### src/rtl/alu_mc.sv
// Registered ALU with start/busy/done handshake: single-cycle logic/arith/shift/compare ops
// plus iterative unsigned multiply (shift-add) and divide (restoring) taking WIDTH steps.
module alu_mc #(
    parameter int WIDTH   = 32,
    parameter int SHAMT_W = $clog2(WIDTH)
) (
    input  logic               clk_i,
    input  logic               reset_i,
    input  logic               start_i,
    input  logic [3:0]         op_i,
    input  logic [WIDTH-1:0]   a_i,
    input  logic [WIDTH-1:0]   b_i,
    input  logic [SHAMT_W-1:0] shamt_i,
    output logic [WIDTH-1:0]   result_o,
    output logic [WIDTH-1:0]   hi_o,
    output logic               zout_o,
    output logic               nout_o,
    output logic               vout_o,
    output logic               busy_o,
    output logic               done_o
);

    localparam int CNT_W = $clog2(WIDTH);

    typedef enum logic {IDLE, RUN} state_t;

    state_t             state_q, state_d;
    logic [CNT_W-1:0]   count_q;
    logic [WIDTH-1:0]   acc_q, mq_q, mcand_q;
    logic               isDiv_q;
    logic [WIDTH-1:0]   result_q, hi_q;
    logic               z_q, n_q, v_q, done_q;

    logic               accept, isIter;
    logic [WIDTH-1:0]   scRes;
    logic               scV;
    logic [WIDTH-1:0]   sum, diff;
    logic [WIDTH:0]     mulSum, divShift, divSub;
    logic               divGe;
    logic [WIDTH-1:0]   stepAcc, stepMq;

    assign accept = start_i && (state_q == IDLE);
    assign isIter = (op_i == 4'b1010) || (op_i == 4'b1011);
    assign sum    = a_i + b_i;
    assign diff   = a_i - b_i;

    always_comb begin
        scRes = '0;
        scV   = 1'b0;
        case (op_i)
            4'b0000: scRes = a_i & b_i;
            4'b0001: scRes = a_i | b_i;
            4'b0010: begin
                scRes = sum;
                scV   = (a_i[WIDTH-1] == b_i[WIDTH-1]) && (sum[WIDTH-1] != a_i[WIDTH-1]);
            end
            4'b0011: scRes = a_i;
            4'b0100: scRes = WIDTH'(a_i < b_i);
            4'b0101: scRes = b_i >> shamt_i;
            4'b0110: begin
                scRes = diff;
                scV   = (a_i[WIDTH-1] != b_i[WIDTH-1]) && (diff[WIDTH-1] != a_i[WIDTH-1]);
            end
            4'b0111: scRes = WIDTH'($signed(a_i) < $signed(b_i));
            4'b1000: scRes = b_i << shamt_i;
            4'b1001: scRes = $unsigned($signed(b_i) >>> shamt_i);
            default: scRes = '0;
        endcase
    end

    // acc holds the running product-high / partial remainder, mq the multiplier / quotient bits
    always_comb begin
        mulSum   = {1'b0, acc_q} + (mq_q[0] ? {1'b0, mcand_q} : '0);
        divShift = {acc_q, mq_q[WIDTH-1]};
        divGe    = divShift >= {1'b0, mcand_q};
        divSub   = divShift - {1'b0, mcand_q};
        if (isDiv_q) begin
            stepAcc = divGe ? divSub[WIDTH-1:0] : divShift[WIDTH-1:0];
            stepMq  = {mq_q[WIDTH-2:0], divGe};
        end else begin
            stepAcc = mulSum[WIDTH:1];
            stepMq  = {mulSum[0], mq_q[WIDTH-1:1]};
        end
    end

    always_ff @(posedge clk_i) begin
        if (reset_i) state_q <= IDLE;
        else         state_q <= state_d;
    end

    always_comb begin
        state_d = state_q;
        case (state_q)
            IDLE:    if (accept && isIter) state_d = RUN;
            RUN:     if (count_q == '0)    state_d = IDLE;
            default: state_d = IDLE;
        endcase
    end

    always_comb begin
        busy_o = (state_q == RUN);
    end

    always_ff @(posedge clk_i) begin
        if (reset_i) begin
            count_q  <= '0;
            acc_q    <= '0;
            mq_q     <= '0;
            mcand_q  <= '0;
            isDiv_q  <= 1'b0;
            result_q <= '0;
            hi_q     <= '0;
            z_q      <= 1'b1;
            n_q      <= 1'b0;
            v_q      <= 1'b0;
            done_q   <= 1'b0;
        end else begin
            done_q <= 1'b0;
            if (accept) begin
                if (isIter) begin
                    mcand_q <= b_i;
                    mq_q    <= a_i;
                    acc_q   <= '0;
                    isDiv_q <= op_i[0];
                    count_q <= CNT_W'(WIDTH - 1);
                end else begin
                    result_q <= scRes;
                    hi_q     <= '0;
                    z_q      <= (scRes == '0);
                    n_q      <= scRes[WIDTH-1];
                    v_q      <= scV;
                    done_q   <= 1'b1;
                end
            end else if (state_q == RUN) begin
                acc_q <= stepAcc;
                mq_q  <= stepMq;
                if (count_q == '0) begin
                    result_q <= stepMq;
                    hi_q     <= stepAcc;
                    z_q      <= (stepMq == '0);
                    n_q      <= stepMq[WIDTH-1];
                    v_q      <= 1'b0;
                    done_q   <= 1'b1;
                end else begin
                    count_q <= count_q - 1'b1;
                end
            end
        end
    end

    assign result_o = result_q;
    assign hi_o     = hi_q;
    assign zout_o   = z_q;
    assign nout_o   = n_q;
    assign vout_o   = v_q;
    assign done_o   = done_q;

endmodule
### config.mk
export PLATFORM = sky130hd
export DESIGN_NAME = alu_mc
export DESIGN_NICKNAME = d
export VERILOG_FILES = /design/src/rtl/alu_mc.sv
export SDC_FILE = /design/constraint.sdc
export NUM_CORES = 1
export LEC_CHECK = 0
export CAP_MARGIN = 20
export CORE_MARGIN = 2
export CORE_UTILIZATION = 50
export CTS_BUF_LIST = sky130_fd_sc_hd__clkbuf_4 sky130_fd_sc_hd__clkbuf_8
export DETAILED_ROUTE_END_ITERATION = 16
export MAX_ROUTING_LAYER = met4
export PLACE_DENSITY = 0.69
export SLEW_MARGIN = 0
export SYNTH_ARGS = -nofsm -noshare
export SYNTH_HDL_FRONTEND = slang
export SYNTH_SLANG_ARGS = --single-unit
### constraint.sdc
create_clock -name clk_i -period 5.4 [get_ports clk_i]
set_input_delay 1.08 -clock clk_i [delete_from_list [all_inputs] [get_ports clk_i]]
set_output_delay 1.08 -clock clk_i [all_outputs]
set_load 0.05 [all_outputs]
==> reports/results.txt, run 1 <==
Leak: 11.22 nW
fin nets: 3,441
maximum vdd drop: 201.0 uV
Antenna Nets Post-Route: 0
Hold WS: 0.4393 ns
vias in the first global route: 23.99k
Clock Sinks: 170
Core Rows: 75
crit path from: b_i[10]
layout cells sized above 1: 19.82%
area delta synth->final: 25.04%
root buf cell: clkbuf_8
number of buffers created by CTS: 17
Die Y: 208.8 um
top-level I/O count: 145
DRT Wirelength: 102,500 um
Die W: 208.8 um
Post-synth ARST share: 0%
f_max: 188.8 MHz
DRT iter0 DRCs: 3,726
Tcrit/Tclk final: 98.08%
CTS max path bufs: 2
worst hold start: result_o[29]
CP peak stage delay: 0.69 ns
Net Switching: 1.905 mW
slowest stage cell, crit path: a2111oi_0
delay-heaviest family, CP: simple AND/OR/NAND/NOR gates
final non-filler cell total: 3,754
RSZ-0062 raised after global routing: no
CP dominant cell by count: buf_4
CP Launch Type: input port
# setup viols final: 0
Max Slew Vio Count: 0
DP HPWL: 82,570 um
CTS clk-pin slew, worst paths: 0.10 ns
setup bufs post-CTS: 0
Post-Syn Area: 0.02097 sq mm
RePlAce Congestion: 1.127
First-pass DRT Iterations: 6
total number of vias: 25.25k
setup ws final: 0.1036 ns
relative slew slack: 28.77%
Worst-Skew Late Latency: 0.52 ns
switch share: 41.88%
finished layout cell area: 0.02622 sq mm
CP Buf/Inv Count: 6
Hold Crit Class: reg2reg
remaining routing DRC violations: 0
final core utilization: 62.93%
multi-input logic area: 0.01614 sq mm
Die ar.: 0.04359 sq mm
Max FO, Critical Path: 10
flops & latches, synth: 170
syn_nets: 3,042
initial antenna violation count: 6
Starting Density: 50.33%
Placed Instance Area: 0.02578 sq mm
cells along the critical path: clkdlybuf4s50_1, buf_4, buf_4, buf_4, mux4_2, mux2i_1, buf_12, nor2_1, a2111oi_0, buf_4, and4_1, nand4_1, or4_1, or4_1, o41ai_2
Syn. warnings: 0
Crit. End Element: flop
input/output buffers: 144
worst slew pin tran: 1.067 ns
core footprint: 0.04167 sq mm
P_int: 2.644 mW
vias per cell: 6.726
number of max-cap violations: 0
post_cts resized: 0
number of synthesized flops with an enable pin: 0
sequential fraction of the synthesis area: 16.23%
largest net degree at the start of global routing: 85
global-route wire length before repair: 151,000 um
Reg area: 0.003407 sq mm
CP arrival: 5.73 ns
Clock power frac: 21.4%
GRT Total Usage: 47.07%
Pwr Density: 173.5 mW/mm^2
Tmin final: 5.296 ns
Syn Inst Count: 2,797
Post-synth top flop: dfxtp_1
H-tree Lvls: 4
Reg2Reg Launch Point: mcand_q[2]
part of the power in registers: 29.1%
combinational group share of total power: 49.5%
DP Cell Count: 3,715
synthesized area per cell: 7.497 sq um
Yosys cell types: 99
Crit Path Class: in2reg
CTS tree: done
dpl ws: -0.3196 ns
drt wl/cell: 27.30 um
total congestion overflow: 0
Fill cells: 3,600
status: completed
Worst Path Required: 5.84 ns
Layout Skew: 0.01790 ns
cts hold-fix bufs: 0
Final Hold Vio Count: 0
-- Yosys cell counts, types with 23 or more instances --
master    instances  share of area, %
nand2_1         356               6.4
a21oi_1         247               5.9
nor2_1          205               3.7
dfxtp_1         170                16
ha_1            165               9.8
clkbuf_1        157               2.8
inv_1           146               2.6
o21ai_0         145               3.5
mux2i_1         109               5.2
o211ai_1         69               2.5
a21o_1           67               2.4
mux4_2           65               7.0
nor3_1           51               1.2
a211oi_1         50               1.8
and2_1           44               1.3
nand2b_1         42               1.3
nand3_1          40              0.95
nor2b_1          35               1.0
a22o_1           34               1.4
xnor2_1          33               1.4
a31oi_1          31              0.92
a22oi_1          30               1.1
xor2_1           28               1.2
o22ai_1          27              0.81
buf_1            23              0.41
-- flip-flops by register name, summed over array words and instances, names as in the netlist --
register,count
done_o,1
hi_o,32
mcand_q,32
busy_o,1
mq_q,32
isDiv_q,1
vout_o,1
zout_o,1
count_q,5
result_o,32
acc_q,32
-- through the flow --
stage	TNS, ns	power, mW
5_1_grt	0	4.685
3_5_place_dp	-0.3196	3.504
3_3_place_gp	-0.2623	3.480
2_1_floorplan	0	2.517
4_1_cts	0	4.459
6_report	0	4.549
-- worst min-delay path, stage by stage, from the launching register on --
cell,delay (ns)
dfxtp_1,0.32
nand2_1,0.05
nand2_1,0.04
-- logic make-up (layout without fill, tap and decap cells) --
logic type	Yosys count	in the layout	synth area share, %
AND/OR/NAND/NOR	899	899	19.98
AO/OA/AOI/OAI	940	940	30.52
buffers and inverters	364	776	7.077
other	0	6	0
multiplexers	194	194	13.42
XOR/XNOR	61	61	2.548
flip-flops	170	170	16.23
adder cells (fa/ha/maj)	169	169	10.23
-- power by group through the flow --
stage          Sequential, mW  Combinational [mW]  Clock, mW
4_1_cts                  1.32                2.17      0.973
5_1_grt                  1.33                2.35       1.01
3_5_place_dp             1.35                2.16          0
2_1_floorplan            1.40                1.11          0
6_report                 1.32                2.25      0.974
3_3_place_gp             1.35                2.13          0
-- cell usage in the layout, fill, tap and decap left out, types with 14 or more instances in the layout --
master           synthesis  routed
mux4_2                  65      65
dfxtp_1                170     169
nor4_1                  22      21
clkdlybuf4s50_1          0     137
a22oi_1                 30      30
o21bai_1                14      14
a211oi_1                50      49
and2_1                  44      44
xnor2_1                 33      33
clkbuf_8                 0      19
a211o_1                 19      19
mux2i_1                109     109
o21ai_0                145     144
a22o_1                  34      34
o21a_1                  19      19
or3_1                   15      15
nor2b_1                 35      35
mux2_2                  16      16
nor3_1                  51      51
buf_4                   11     434
nand4_1                 21      21
ha_1                   165     165
nand3_1                 40      40
o22ai_1                 27      27
buf_12                   1      17
nand2_1                356     356
a31oi_1                 31      31
o211ai_1                69      69
a21o_1                  67      67
a221oi_1                20      20
xor2_1                  28      28
or2_2                   15      15
inv_1                  146     146
a21oi_1                247     246
nor2_1                 205     199
nand2b_1                42      41
-- metal layers --
metal	up-vias	track usage, %	routed length [um]
li1	11150	-	-
met5	-	-	0
met2	1730	70.51	44390
met3	336	12.11	12050
met4	0	26.87	6634
met1	12030	57.45	39410
-- area by class of cell --
cell class | instances | share of cell area, %
multi-input cells | 2263 | 61.55
repair buffers | 595 | 19.11
flip-flops and latches | 170 | 12.99
well taps | 539 | 2.572
inverters | 149 | 2.133
clock buffers | 19 | 0.9973
clock inverters | 13 | 0.5917
diodes | 6 | 0.05726
-- worst paths after layout --
check                           slack [ns]  cells past startpoint            to
worst min register to register        0.44                      2  result_o[29]
worst max-delay path                  0.10                     15        zout_o
worst max register to register        0.70                     14     acc_q[24]
worst min-delay path                  0.44                      2  result_o[29]
Note: power is estimated with default switching activity, not from simulation.
==> run 2, diff against run 1 <==
==> constraint.sdc (replaced) <==
create_clock -name clk_i -period 5.4 [get_ports clk_i]
set_input_delay 1.08 -clock clk_i [delete_from_list [all_inputs] [get_ports clk_i]]
set_output_delay 1.08 -clock clk_i [all_outputs]
set_load 0.1 [all_outputs]
==> run 2 against run 1 <==
Effect of this change: global-route usage is essentially flat; total power grew 1.6%; hold slack gained 0.017 ns; wire length grew 0.38%; core utilization is essentially flat; flip-flop and latch count is the same; register-to-register slack lost 0.19 ns; sequential share of layout area is essentially flat; critical endpoint unchanged.
==> reports/results.txt, run 2 (synthesis results as in run 1) <==
root buf cell: clkbuf_8
fin nets: 3,440 (-0.029%)
Hold WS: 0.4564 ns (+0.01715 ns)
Max FO, Critical Path: 4 (-6)
Crit Path Class: in2reg
Die W: 208.8 um (unchanged)
setup bufs post-CTS: 0 (unchanged)
drt wl/cell: 27.39 um (+0.33%)
CTS clk-pin slew, worst paths: 0.10 ns (about the same)
Hold Crit Class: reg2reg
number of buffers created by CTS: 17 (unchanged)
CP arrival: 5.61 ns (-0.12 ns)
area delta synth->final: 25.02% (about the same)
DP Cell Count: 3,715 (unchanged)
CP Launch Type: input port
Final Hold Vio Count: 0 (unchanged)
Die Y: 208.8 um (unchanged)
relative slew slack: 26.34% (-2.4 points)
maximum vdd drop: 160.3 uV (-20%)
CP Buf/Inv Count: 3 (-3)
combinational group share of total power: 50.4% (+0.9 points)
slowest stage cell, crit path: or4_1
Worst-Skew Late Latency: 0.51 ns (about the same)
final core utilization: 62.92% (about the same)
part of the power in registers: 28.6% (-0.5 points)
DP HPWL: 82,700 um (+0.16%)
CP peak stage delay: 0.65 ns (-0.04 ns)
Worst Path Required: 5.83 ns (about the same)
input/output buffers: 144 (unchanged)
Leak: 11.21 nW (about the same)
most frequent cells in the layout: buf_4 (434), nand2_1 (356), a21oi_1 (246)
vias per cell: 6.799 (+1.1%)
Max Slew Vio Count: 0 (unchanged)
vias in the first global route: 24.00k (+0.025%)
Die ar.: 0.04359 sq mm (unchanged)
Tcrit/Tclk final: 95.93% (-2.1 points)
GRT Total Usage: 47.12% (+0.050 points)
CTS max path bufs: 2 (unchanged)
met3 Use GR: 10.82% (-1.3 points)
Clock Sinks: 170 (unchanged)
switch share: 43.24% (+1.4 points)
H-tree Lvls: 4 (unchanged)
global-route wire length before repair: 151,700 um (+0.42%)
Crit. End Element: flop
core footprint: 0.04167 sq mm (unchanged)
layout cells sized above 1: 19.76% (-0.056 points)
commonest non-fill, non-tap cell in the layout: buf_4
initial antenna violation count: 8 (+2)
P_int: 2.622 mW (-0.84%)
Pwr Density: 176.2 mW/mm^2 (+1.6%)
DRT iter0 DRCs: 3,796 (+1.9%)
status: completed
GRT Max-Usage Layer: met2
largest net degree at the start of global routing: 85 (unchanged)
First-pass DRT Iterations: 7 (+1)
CTS tree: done
Starting Density: 50.33% (unchanged)
f_max: 193.0 MHz (+2.2%)
met1 Resource Use GR: 58.16% (+0.70 points)
Tmin final: 5.180 ns (-0.1161 ns)
RePlAce Congestion: 1.127 (about the same)
Core Rows: 75 (unchanged)
worst slew pin tran: 1.090 ns (+0.02251 ns)
RSZ-0062 raised after global routing: no
total number of vias: 25.54k (+1.1%)
post_cts resized: 0 (unchanged)
cells along the critical path: clkdlybuf4s50_1, inv_1, ha_1, a211oi_1, buf_4, o21a_1, o21ai_0, a2111oi_0, o21ai_0, o211ai_1, nor3_1, nand4_1, or4_1, or4_1, o41ai_2
# setup viols final: 0 (unchanged)
cts hold-fix bufs: 0 (unchanged)
Clock power frac: 21.0% (-0.4 points)
delay-heaviest family, CP: compound AO/OA/AOI/OAI gates
Antenna Nets Post-Route: 0 (unchanged)
total congestion overflow: 0 (unchanged)
top-level I/O count: 145 (unchanged)
final non-filler cell total: 3,756 (+0.053%)
remaining routing DRC violations: 0 (unchanged)
Net Switching: 1.998 mW (+4.9%)
Layout Skew: 0.01315 ns (-0.004750 ns)
met2 Resource Use GR: 71.33% (+0.83 points)
number of max-cap violations: 0 (unchanged)
DRT Wirelength: 102,900 um (+0.38%)
-- run 2: routing by layer --
layer | wire length [um] | up-vias
met5 | 0 | -
met4 | 6858 | 0
met3 | 11900 | 351
met2 | 44820 | 1827
met1 | 39300 | 12220
li1 | - | 11140
-- run 2: final timing paths --
| kind | from | to | slack [ns] | cells after the start |
|---|---|---|---|---|
| worst max-delay path | b_i[1] | zout_o | 0.22 | 15 |
| worst min-delay path | result_o[29] | result_o[29] | 0.46 | 2 |
| worst max register to register | mq_q[0] | acc_q[31] | 0.51 | 14 |
| worst min register to register | result_o[29] | result_o[29] | 0.46 | 2 |
-- run 2: stage by stage --
step | setup slack (ns) | area, sq um | TNS, ns | total power [mW]
after floorplan | 0.5790 | 20970 | 0 | 2.592
after global placement | -0.2046 | 25770 | -0.2046 | 3.555
after detailed placement | -0.2270 | 25780 | -0.2270 | 3.578
after CTS | 0.2932 | 26190 | 0 | 4.522
after global routing | 0.07483 | 26210 | 0 | 4.751
final | 0.2197 | 26220 | 0 | 4.619
-- run 2: final cells by class --
| class | instances | area (sq um) |
|---|---|---|
| flip-flops and latches | 170 | 3407 |
| clock buffers | 17 | 234.0 |
| fillers | 3587 | 15450 |
| clock inverters | 15 | 180.2 |
| well taps | 539 | 674.4 |
| multi-input cells | 2263 | 16130 |
| diodes | 9 | 22.52 |
| inverters | 149 | 559.3 |
| repair buffers | 594 | 5005 |
-- run 2: power by group through the flow --
stage	clock network, mW	registers, mW	logic, mW
4_1_cts	0.959	1.32	2.24
2_1_floorplan	0	1.48	1.12
3_3_place_gp	0	1.35	2.21
5_1_grt	1.01	1.33	2.42
6_report	0.969	1.32	2.33
3_5_place_dp	0	1.35	2.23
-- run 2: tightest hold or removal path, stage by stage (launching register included) --
cell	delay, ns
dfxtp_1	0.32
nand2_1	0.06
nand2_1	0.04
